## config.mk

```make
export PLATFORM = sky130hd
export DESIGN_NAME = mdio_responder
export DESIGN_NICKNAME = d
export VERILOG_FILES = /design/src/rtl/mdio_responder.sv
export SDC_FILE = /design/constraint.sdc
export NUM_CORES = 1
export LEC_CHECK = 0
export BUFFER_PORTS_ARGS = -buffer_cell sky130_fd_sc_hd__buf_2
export CAP_MARGIN = 20
export CORE_UTILIZATION = 67
export CTS_CLUSTER_SIZE = 40
export DETAILED_ROUTE_END_ITERATION = 6
export PLACE_DENSITY = 0.84
export SYNTH_ARGS = -nofsm -noshare
export SYNTH_HDL_FRONTEND = slang
export SYNTH_SLANG_ARGS = --single-unit
```

## constraint.sdc

```tcl
create_clock -name clk -period 5.9 [get_ports clk]
set_input_delay 0.295 -clock clk [delete_from_list [all_inputs] [get_ports clk]]
set_output_delay 0.295 -clock clk [all_outputs]
set_load 0.01 [all_outputs]
```

## src/rtl/mdio_responder.sv

```systemverilog
// Clause-22 MDIO PHY-side responder serving a 32x16 management register file.
// MDC is oversampled by clk; every frame action happens on a synchronized MDC rising edge.
module mdio_responder #(
  parameter logic [4:0]  PHY_ADDR     = 5'd1,
  parameter logic [15:0] PHY_ID1      = 16'h0007,
  parameter logic [15:0] PHY_ID2      = 16'hC0F1,
  parameter int unsigned PREAMBLE_MIN = 32,
  parameter int unsigned SYNC_STAGES  = 2
) (
  input  logic        clk,
  input  logic        rst,
  input  logic        mdc_i,
  input  logic        mdio_i,
  output logic        mdio_o,
  output logic        mdio_oe,
  input  logic        link_up,
  output logic        reg_wr_stb,
  output logic [4:0]  reg_wr_addr,
  output logic [15:0] reg_wr_data,
  output logic        busy
);
  localparam int unsigned PW       = $clog2(PREAMBLE_MIN + 1);
  localparam logic [15:0] REG0_RST = 16'h3100;
  localparam logic [15:0] REG1_FIX = 16'h7809;

  typedef enum logic [2:0] {IDLE, ST, OP, PHYAD, REGAD, TA, DATA, SKIP} state_t;

  logic [SYNC_STAGES-1:0] mdc_sync;
  logic [SYNC_STAGES-1:0] mdio_sync;
  logic                   mdc_prev;
  logic                   mdc_rise;
  logic                   bit_in;

  state_t      state_q, state_d;
  logic [4:0]  bit_cnt_q, bit_cnt_d;
  logic [PW-1:0] pre_cnt_q, pre_cnt_d;
  logic        rd_op_q, rd_op_d;
  logic        foreign_q, foreign_d;
  logic [3:0]  phy_q, phy_d;
  logic [4:0]  reg_q, reg_d;
  logic [15:0] shift_q, shift_d;
  logic        mdio_o_d, mdio_oe_d, busy_d, stb_d;
  logic [4:0]  wr_addr_d;
  logic [15:0] wr_data_d;

  logic [15:0] regs [32];
  logic        wr_en;
  logic        soft_rst;
  logic [15:0] wr_word;
  logic [4:0]  rd_addr;
  logic [15:0] rd_word;
  logic        own_rd;
  logic        own_wr;

  // Pad synchronizers; left unreset so a held-high MDC never looks like a fresh edge after reset
  always_ff @(posedge clk) begin
    mdc_sync  <= {mdc_sync[SYNC_STAGES-2:0], mdc_i};
    mdio_sync <= {mdio_sync[SYNC_STAGES-2:0], mdio_i};
    mdc_prev  <= mdc_sync[SYNC_STAGES-1];
  end

  assign mdc_rise = mdc_sync[SYNC_STAGES-1] & ~mdc_prev;
  assign bit_in   = mdio_sync[SYNC_STAGES-1];
  assign own_rd   = rd_op_q & ~foreign_q;
  assign own_wr   = ~rd_op_q & ~foreign_q;
  assign rd_addr  = {reg_q[3:0], bit_in};

  // Read view: reg0[15] self-clears, reg1 mixes live link status, IDs are constants
  always_comb begin
    rd_word = regs[rd_addr];
    case (rd_addr)
      5'd0:    rd_word = regs[0] & 16'h7FFF;
      5'd1:    rd_word = REG1_FIX | {13'd0, link_up, 2'b00};
      5'd2:    rd_word = PHY_ID1;
      5'd3:    rd_word = PHY_ID2;
      default: rd_word = regs[rd_addr];
    endcase
  end

  always_ff @(posedge clk) begin
    if (rst || soft_rst) begin
      for (int i = 0; i < 32; i++) regs[i] <= (i == 0) ? REG0_RST : 16'h0000;
    end else if (wr_en) begin
      regs[reg_q] <= wr_word;
    end
  end

  always_ff @(posedge clk) begin
    if (rst) begin
      state_q     <= IDLE;
      bit_cnt_q   <= 5'd0;
      pre_cnt_q   <= '0;
      rd_op_q     <= 1'b0;
      foreign_q   <= 1'b0;
      phy_q       <= 4'd0;
      reg_q       <= 5'd0;
      shift_q     <= 16'h0000;
      mdio_o      <= 1'b0;
      mdio_oe     <= 1'b0;
      busy        <= 1'b0;
      reg_wr_stb  <= 1'b0;
      reg_wr_addr <= 5'd0;
      reg_wr_data <= 16'h0000;
    end else begin
      state_q     <= state_d;
      bit_cnt_q   <= bit_cnt_d;
      pre_cnt_q   <= pre_cnt_d;
      rd_op_q     <= rd_op_d;
      foreign_q   <= foreign_d;
      phy_q       <= phy_d;
      reg_q       <= reg_d;
      shift_q     <= shift_d;
      mdio_o      <= mdio_o_d;
      mdio_oe     <= mdio_oe_d;
      busy        <= busy_d;
      reg_wr_stb  <= stb_d;
      reg_wr_addr <= wr_addr_d;
      reg_wr_data <= wr_data_d;
    end
  end

  // Frame decoder; bit_cnt_q holds the index of the bit arriving on this MDC rise
  always_comb begin
    state_d   = state_q;
    bit_cnt_d = bit_cnt_q;
    pre_cnt_d = pre_cnt_q;
    rd_op_d   = rd_op_q;
    foreign_d = foreign_q;
    phy_d     = phy_q;
    reg_d     = reg_q;
    shift_d   = shift_q;
    mdio_o_d  = mdio_o;
    mdio_oe_d = mdio_oe;
    busy_d    = busy;
    stb_d     = 1'b0;
    wr_addr_d = reg_wr_addr;
    wr_data_d = reg_wr_data;
    wr_en     = 1'b0;
    soft_rst  = 1'b0;
    wr_word   = {shift_q[14:0], bit_in};
    if (mdc_rise) begin
      bit_cnt_d = bit_cnt_q + 5'd1;
      case (state_q)
        IDLE: begin
          bit_cnt_d = 5'd0;
          if (bit_in) begin
            if (pre_cnt_q != PW'(PREAMBLE_MIN)) pre_cnt_d = pre_cnt_q + PW'(1);
          end else if (pre_cnt_q == PW'(PREAMBLE_MIN)) begin
            state_d   = ST;
            busy_d    = 1'b1;
            bit_cnt_d = 5'd1;
            pre_cnt_d = '0;
          end else begin
            pre_cnt_d = '0;
          end
        end
        ST: begin
          if (bit_in) begin
            state_d = OP;
          end else begin
            state_d   = IDLE;
            busy_d    = 1'b0;
            bit_cnt_d = 5'd0;
          end
        end
        OP: begin
          if (bit_cnt_q == 5'd2) rd_op_d = bit_in;
          else state_d = (rd_op_q != bit_in) ? PHYAD : SKIP;
        end
        PHYAD: begin
          phy_d = {phy_q[2:0], bit_in};
          if (bit_cnt_q == 5'd8) begin
            foreign_d = ({phy_q, bit_in} != PHY_ADDR);
            state_d   = REGAD;
          end
        end
        REGAD: begin
          reg_d = {reg_q[3:0], bit_in};
          if (bit_cnt_q == 5'd13) begin
            state_d = TA;
            if (rd_op_q && !foreign_q) shift_d = rd_word;
          end
        end
        TA: begin
          if (bit_cnt_q == 5'd14) begin
            if (own_rd) begin
              mdio_oe_d = 1'b1;
              mdio_o_d  = 1'b0;
            end else if (own_wr && !bit_in) begin
              state_d = SKIP;
            end
          end else begin
            state_d = DATA;
            if (own_rd) begin
              mdio_o_d = shift_q[15];
              shift_d  = {shift_q[14:0], 1'b0};
            end else if (own_wr && bit_in) begin
              state_d = SKIP;
            end
          end
        end
        DATA: begin
          if (bit_cnt_q == 5'd31) begin
            state_d   = IDLE;
            busy_d    = 1'b0;
            bit_cnt_d = 5'd0;
            mdio_oe_d = 1'b0;
            mdio_o_d  = 1'b0;
            if (own_wr) begin
              stb_d     = 1'b1;
              wr_addr_d = reg_q;
              wr_data_d = wr_word;
              if (reg_q == 5'd0 && wr_word[15]) soft_rst = 1'b1;
              else if (reg_q == 5'd0 || reg_q > 5'd3) wr_en = 1'b1;
            end
          end else if (own_rd) begin
            mdio_o_d = shift_q[15];
            shift_d  = {shift_q[14:0], 1'b0};
          end else begin
            shift_d = wr_word;
          end
        end
        SKIP: begin
          if (bit_cnt_q == 5'd31) begin
            state_d   = IDLE;
            busy_d    = 1'b0;
            bit_cnt_d = 5'd0;
          end
        end
        default: begin
          state_d   = IDLE;
          busy_d    = 1'b0;
          mdio_oe_d = 1'b0;
          bit_cnt_d = 5'd0;
        end
      endcase
    end
  end
endmodule

```

==> flow_summary.toml, run 1 <==
[timing]
fin_worst_skew_ps = 24.76
tns_ps = 0
setup_violations = 0
fmax_ghz = 0.2342
hold_violations = 0
setup_repair_after_global_routing_missed_its_margin = "false"
period_needed_ps = 4270
final-max-slew-violation-count = 0
whs_ps = 266.1
timing_worst_slew_pin_value_ps = 1083
slew-limit-headroom_pct = 25.97
timing.final.ws_setup_ps = 1630
timing.final.crit_share_pct = 72.37

[yosys]
ys_dominant_reg_cell = "edfxtp_1"
share_of_synthesized_area_occupied_by_flip_flops_and_latches_pct = 61.96
postSynthRegisterBits = 534
syn_avg_cell_area_um2 = 13.16
parity_gate_share_of_the_synthesized_area_counting_xor_and_xnor_cells_pct = 0.2833
post_synthesis_mux_area_share_pct = 10.09
synth_nets = 1891
synth_compound_area_share_pct = 6.243
main_combinational_cell_family_by_area_after_synthesis = "simple AND/OR/NAND/NOR gates"
postSynthCellCount = 1879
synth_enable_flop_cells = 463
ys.warnings.count = 0
synthesis.area_um2 = 24730
proportion_of_synthesized_flip_flops_having_asynchronous_set_or_reset_pct = 0
post_synth_fa_ha_maj_area_fraction_pct = 0.3541
synth_cell_types = 80
synth_simple_gate_area_share_pct = 17.43

[die]
ioPinCount = 30
fp-row-count = 70
fp.dieW_um = 194.1
die_h_um = 194.1
floorplan.core_area_um2 = 36430
die_area_um2 = 37680
floorplan.initialDensity_pct = 67.88

[grt]
antenna_found_initial = 1
grt_pass1_wl_um = 94560
largest_net_degree_at_the_start_of_global_routing = 89
aggregate_global_route_resource_usage_pct = 34.01
grt_pass1_vias = 15450
grt_overflow = 0

[placement]
place.detailed.hpwl_um = 39050
detailedPlace.worstSlack_ps = 1736
routabilityCongestion = 0.9385
io_buffers = 29

[worst_setup_path]
critical_path.cell_chain = "ha_1, and3_1, ha_1, and3_1, nand3_1, nor3_1, nand2b_1"
worst-setup-path-type = "flip-flop to flip-flop"
critPathBufInv = 0
worstPathRequired_ps = 6120
worst_setup_path_end_kind = "flip-flop"
worst-path-max-fanout = 26
cp.arrival_ps = 4490
slowest_delay_ps = 1130
timing.critical_path.max_delay_family = "simple AND/OR/NAND/NOR gates"
crit_path_top_delay_cell = "nor3_1"
worstSetupStartpointType = "flip-flop"

[pwr]
total_power_mw = 7.884
p_leak_nw = 9.104
max-vdd-ir-drop_uv = 322.5
pwr_density_cell_nw_per_um2 = 294.4

[clocking]
cts_made_buffers = 53
clock_latency_ps = 600
cts_sinks = 534
ctsLongestPathBuffers = 3
cts.clk_slew.worst_paths_ps = 60
cts_root_buf = "clkbuf_16"
htree_num_levels = 2
cts_setup_buffers = 0
cts_tree = "yes"

[layout]
nFillCells = 2291
area_delta_synth_final_pct = 8.297
finalNetCount = 1854
diodes = 0
layout-drive-gt1-share_pct = 14.29
final_util_pct = 73.51

[routing]
totalWireLength_um = 62720
drt_first_iter_violations = 2314
antenna_left = 0
dr_total_vias = 15700
routed_via_density = 6.680
dr.pass1.iters = 6
wl_per_cell_um = 26.69
drc_errors = 0

[flow_run]
max_cap_violations = 0

[hold_path]
worstHoldPathType = "primary input to flip-flop"

[outcome]
run_status = "finished, final reports clean"
-- path summary, 6_finish.rpt --
kind                                    from  slack, ps  cells past startpoint      endpoint
worst min-delay path                     rst        270                      3    reg_wr_stb
worst max register to register  bit_cnt_q[0]       1630                      7    regs[7][1]
worst max-delay path            bit_cnt_q[0]       1630                      7    regs[7][1]
worst min register to register  mdio_sync[0]        320                      0  mdio_sync[1]
-- cell usage after synthesis (5+ instances only) --
cell type	instances	area (um2)
a21oi_1	46	230.2
nor2_1	79	296.5
nand2_1	98	367.9
nand3_1	21	105.1
edfxtp_1	463	13900
and2_1	412	2577
buf_2	31	155.2
mux2_2	12	135.1
o41ai_1	10	87.58
o21ai_0	42	210.2
a31oi_1	5	31.28
nand2b_1	8	50.05
a22o_1	5	43.79
nor3b_1	8	60.06
a22oi_1	20	150.1
nor2b_1	19	118.9
buf_4	15	112.6
nor2_2	6	37.54
inv_1	12	45.04
a32oi_1	5	43.79
dfxtp_1	71	1421
nor4_1	7	43.79
mux2i_1	58	580.6
a2111oi_0	11	96.34
or3_1	7	43.79
and3_1	11	68.82
buf_6	10	112.6
o31a_1	5	43.79
nand4_1	7	43.79
ha_1	7	87.58
mux4_2	79	1779
nor3_1	63	315.3
clkbuf_1	117	439.2
o22ai_1	16	100.1
a211oi_1	7	52.55
-- power by group --
part | switching (mW) | internal (mW)
logic | 0.176 | 0.103
registers | 0.0551 | 4.24
clock network | 1.40 | 1.91
total | 1.63 | 6.25
-- area by class of cell --
| type | instances | area [um2] | share of cell area, % |
|---|---|---|---|
| sequential | 534 | 15340 | 57.26 |
| multi-input combinational | 1154 | 8516 | 31.79 |
| clock buffer | 70 | 1430 | 5.340 |
| timing repair buffer | 86 | 626.9 | 2.340 |
| tap | 468 | 585.6 | 2.186 |
| clock inverter | 25 | 240.2 | 0.8969 |
| inverter | 13 | 48.80 | 0.1822 |
-- layer usage --
metal / share of wire, % / global-route usage [%] / up-vias
li1: - / - / 6812
met1: 37 / 45.31 / 7642
met2: 46 / 52.88 / 1011
met3: 11 / 7.619 / 230
met4: 6.3 / 17.96 / 2
met5: 0.018 / 0 / -
-- kinds of logic after synthesis --
family	after synthesis
and+or+nand+nor	767
DFF	534
AOI/OAI and AO/OA	223
buffers and inverters	191
muxes	149
xor gates and xnor gates	8
adders and majority gates	7
-- registers in the layout, summed over array words and instances (netlist names), 2 cells and up --
name	flops
phy_q	4
mdc_sync	2
state_q	3
reg_wr_data	16
pre_cnt_q	6
reg_q	5
shift_q	16
reg_wr_addr	5
mdio_sync	2
regs	463
bit_cnt_q	5
-- per-stage QoR --
stage	std cells	area (um2)
after floorplan	1879	24730
after global placement	2250	25050
after detailed placement	2253	25090
after CTS	2350	26780
after global routing	2350	26780
final	2350	26780
-- timing repair --
| action | CTS | global route |
|---|---|---|
| hold endpoints to repair | 2 | 0 |
| gates resized for setup | 0 | 0 |
| endpoints found under the setup margin | 0 | 0 |
| hold buffers | 2 | 0 |
-- layout by cell type, fill, tap and decap left out, types with 20 or more instances in the layout --
cell type,instances
nor3_1,63
buf_2,29
mux4_2,79
clkbuf_16,53
nor2_1,79
nand3_1,21
mux2i_1,58
edfxtp_1,463
a22oi_1,20
buf_4,51
dfxtp_1,66
nand2_1,98
o21ai_1,27
a21oi_1,46
and2_1,412
-- worst reg2reg max path, stage by stage, from the launching register on --
cell,delay [ps]
dfxtp_1,420
ha_1,230
and3_1,170
ha_1,280
and3_1,260
nand3_1,700
nor3_1,1130
nand2b_1,700
Note: power is estimated with default switching activity, not from simulation.
==> inputs of run 2 (changes only) <==
Settings changed: ABC_AREA set to 1, CORE_UTILIZATION 67 to 57, PLACE_DENSITY 0.84 to 0.76.
Clock period 5.9 ns to 3.8 ns, I/O delays scaled along.
==> run 2 against run 1 <==
Worst setup slack worse by 1300 ps. Clock power up 54%. Combinational power up 86%. Highest routed layer is now met4.
==> flow_summary.toml, run 2 <==
[grt]
aggregate_global_route_resource_usage_pct = 31.89
largest_net_degree_at_the_start_of_global_routing = 94
grt_pass1_vias = 18170
antenna_found_initial = 0
grt_pass1_wl_um = 102800
grt_overflow = 0

[clocking]
htree_num_levels = 2
cts_tree = "yes"
cts.clk_slew.worst_paths_ps = 60
clock_latency_ps = 620
ctsLongestPathBuffers = 3
cts_made_buffers = 54
cts_sinks = 534
cts_root_buf = "clkbuf_16"

[yosys]
netlist_top_cells_count = "nand2_1 (968), nor2_1 (530), edfxtp_1 (463), clkbuf_1 (158), nand3_1 (137)"
synth_cell_types = 40
syn_avg_cell_area_um2 = 8.954
synth.most_common_cell = "nand2_1"
share_of_synthesized_area_occupied_by_flip_flops_and_latches_pct = 63.23
postSynthCellCount = 2707
postSynthRegisterBits = 534
yosys.area.top_type = "edfxtp_1"
ys.warnings.count = 0
ys_dominant_reg_cell = "edfxtp_1"
synth_largest_type_area_fraction_pct = 57.36
synthesis.area_um2 = 24240
ys_top_cells_by_area = "edfxtp_1 (57%), nand2_1 (15%), nor2_1 (8.2%)"
proportion_of_synthesized_flip_flops_having_asynchronous_set_or_reset_pct = 0
synth_enable_flop_cells = 463
synth_nets = 2719

[worst_setup_path]
timing.critical_path.max_delay_family = "simple AND/OR/NAND/NOR gates"
slowest_delay_ps = 540
origin_of_the_worst_setup_path = "bit_cnt_q[0]"
critPathBufInv = 2
crit_path_top_delay_cell = "nor3_2"
crit-reg2reg-launch = "bit_cnt_q[0]"
worst-setup-path-type = "flip-flop to flip-flop"
cp.arrival_ps = 3740
worst_setup_path_end_kind = "flip-flop"
crit_top_cell = "nand2_2"
worstPathRequired_ps = 4070
worst-path-max-fanout = 17
critical_path.cell_chain = "ha_1, inv_1, nor2_1, ha_1, nand2_2, nor3_4, inv_2, nor2_2, nand2_2, nor3_2, nand2_1, nand2_2"
worstSetupStartpointType = "flip-flop"

[layout]
final_common_cell = "nand2_1"
reg_top3 = "regs: 463 flops, reg_wr_data: 16 flops, shift_q: 16 flops"
final_util_pct = 63.51
nFillCells = 3360
non_filler_instance_count_after_layout = 3258
regMostFlops = "regs"
area_delta_synth_final_pct = 9.911
finalNetCount = 2687
final_cell_mix = "nand2_1 (967), nor2_1 (527), edfxtp_1 (463)"
largest_reg_flops = 463
layout-drive-gt1-share_pct = 7.726

[timing]
setup_violations = 0
period_needed_ps = 3479
timing.final.crit_share_pct = 91.55
hold_violations = 0
tns_ps = 0
fmax_ghz = 0.2874
final-max-slew-violation-count = 0
slew-limit-headroom_pct = 17.75
setup_repair_after_global_routing_missed_its_margin = "false"
fin_worst_skew_ps = 20.37
timing_worst_slew_pin_value_ps = 1232

[routing]
wl_per_cell_um = 21.15
drc_errors = 0
dr.pass1.iters = 6
dr_total_vias = 19110
totalWireLength_um = 68890
drt_first_iter_violations = 2387
routed_via_density = 5.865
antenna_left = 0

[placement]
place.detailed.hpwl_um = 44420
io_buffers = 29
numPlacedInstances = 3156
routabilityCongestion = 0.9841

[die]
fp-row-count = 75
fp.dieW_um = 208.2
floorplan.initialDensity_pct = 57.78
ioPinCount = 30
die_area_um2 = 43350
die_h_um = 208.2
floorplan.core_area_um2 = 41950

[pwr]
p_leak_nw = 10.22
pwr_density_cell_nw_per_um2 = 462.8
max-vdd-ir-drop_uv = 418.4
total_power_mw = 12.33

[hold_path]
worst_hold_launch = "rst"
worstHoldPathType = "primary input to flip-flop"

[outcome]
run_status = "finished, final reports clean"

[flow_run]
max_cap_violations = 0
-- run 2: changes by cell type after synthesis, moves of 79 or more --
cell     before  now
nand2_1      98  968
mux4_2       79    0
nand3_1      21  137
inv_1        12  105
nor2_1       79  530
and2_1      412    0
-- run 2: worst reg2reg max path, cell delays in order, from the launching register on --
cell and delay, ps:
dfxtp_1 380, ha_1 160, inv_1 50, nor2_1 100, ha_1 250, nand2_2 110
nor3_4 210, inv_2 90, nor2_2 120, nand2_2 130, nor3_2 540, nand2_1 530
nand2_2 460
-- run 2: cell type report --
class	count	area (um2)	area share (%)
sequential	534	15330	57.55
tap	539	674.4	2.531
clock buffer	73	1484	5.570
multi-input combinational	1879	7812	29.33
inverter	109	414.1	1.555
clock inverter	26	202.7	0.7608
antenna	1	2.502	0.009393
timing repair buffer	97	718.2	2.696
-- run 2: routing by layer --
metal / routed length, um / global-route usage, %
met1: 25010 / 39.61
met3: 6900 / 5.555
met5: 0 / 0
met2: 33430 / 54.29
met4: 3552 / 15.35
-- run 2: logic make-up after synthesis --
family	after synthesis	share of synthesized area, %
fa+ha+maj	7	0.3613
buf+inv	294	4.605
simple gates	1714	28.32
flops	534	63.23
compound gates	156	3.417
xor+xnor	2	0.07228
-- run 2: path summary, 6_finish.rpt --
check                      end  slack (ps)  cells after the start
setup / recovery  regs[30][14]         320                     12
hold / removal            busy         140                      2
setup reg to reg  regs[30][14]         320                     12
hold reg to reg   mdio_sync[1]         330                      0
-- run 2: stage by stage --
| stage | setup slack (ps) | hold slack [ps] | cell area [um2] |
|---|---|---|---|
| 2_1_floorplan | 821.9 | 217.7 | 24240 |
| 3_3_place_gp | 271.5 | 295.5 | 24900 |
| 3_5_place_dp | 210.7 | 294.3 | 24930 |
| 4_1_cts | 176.0 | 95.87 | 26640 |
| 5_1_grt | 115.8 | 124.5 | 26640 |
| 6_report | 321.0 | 136.7 | 26640 |
-- run 2: repair_timing --
| action | CTS | global route |
|---|---|---|
| gates resized for setup | 0 | 1 |
| hold buffers | 2 | 0 |
| buffers inserted | 0 | 0 |
| setup endpoints to repair | 0 | 16 |
| hold endpoints to repair | 2 | 0 |
-- run 2: report_power, final --
part / internal [mW] / total, mW / switching, mW
logic: 0.128 / 0.519 / 0.391
registers: 6.61 / 6.70 / 0.0891
clock network: 2.88 / 5.11 / 2.24
total: 9.61 / 12.3 / 2.72
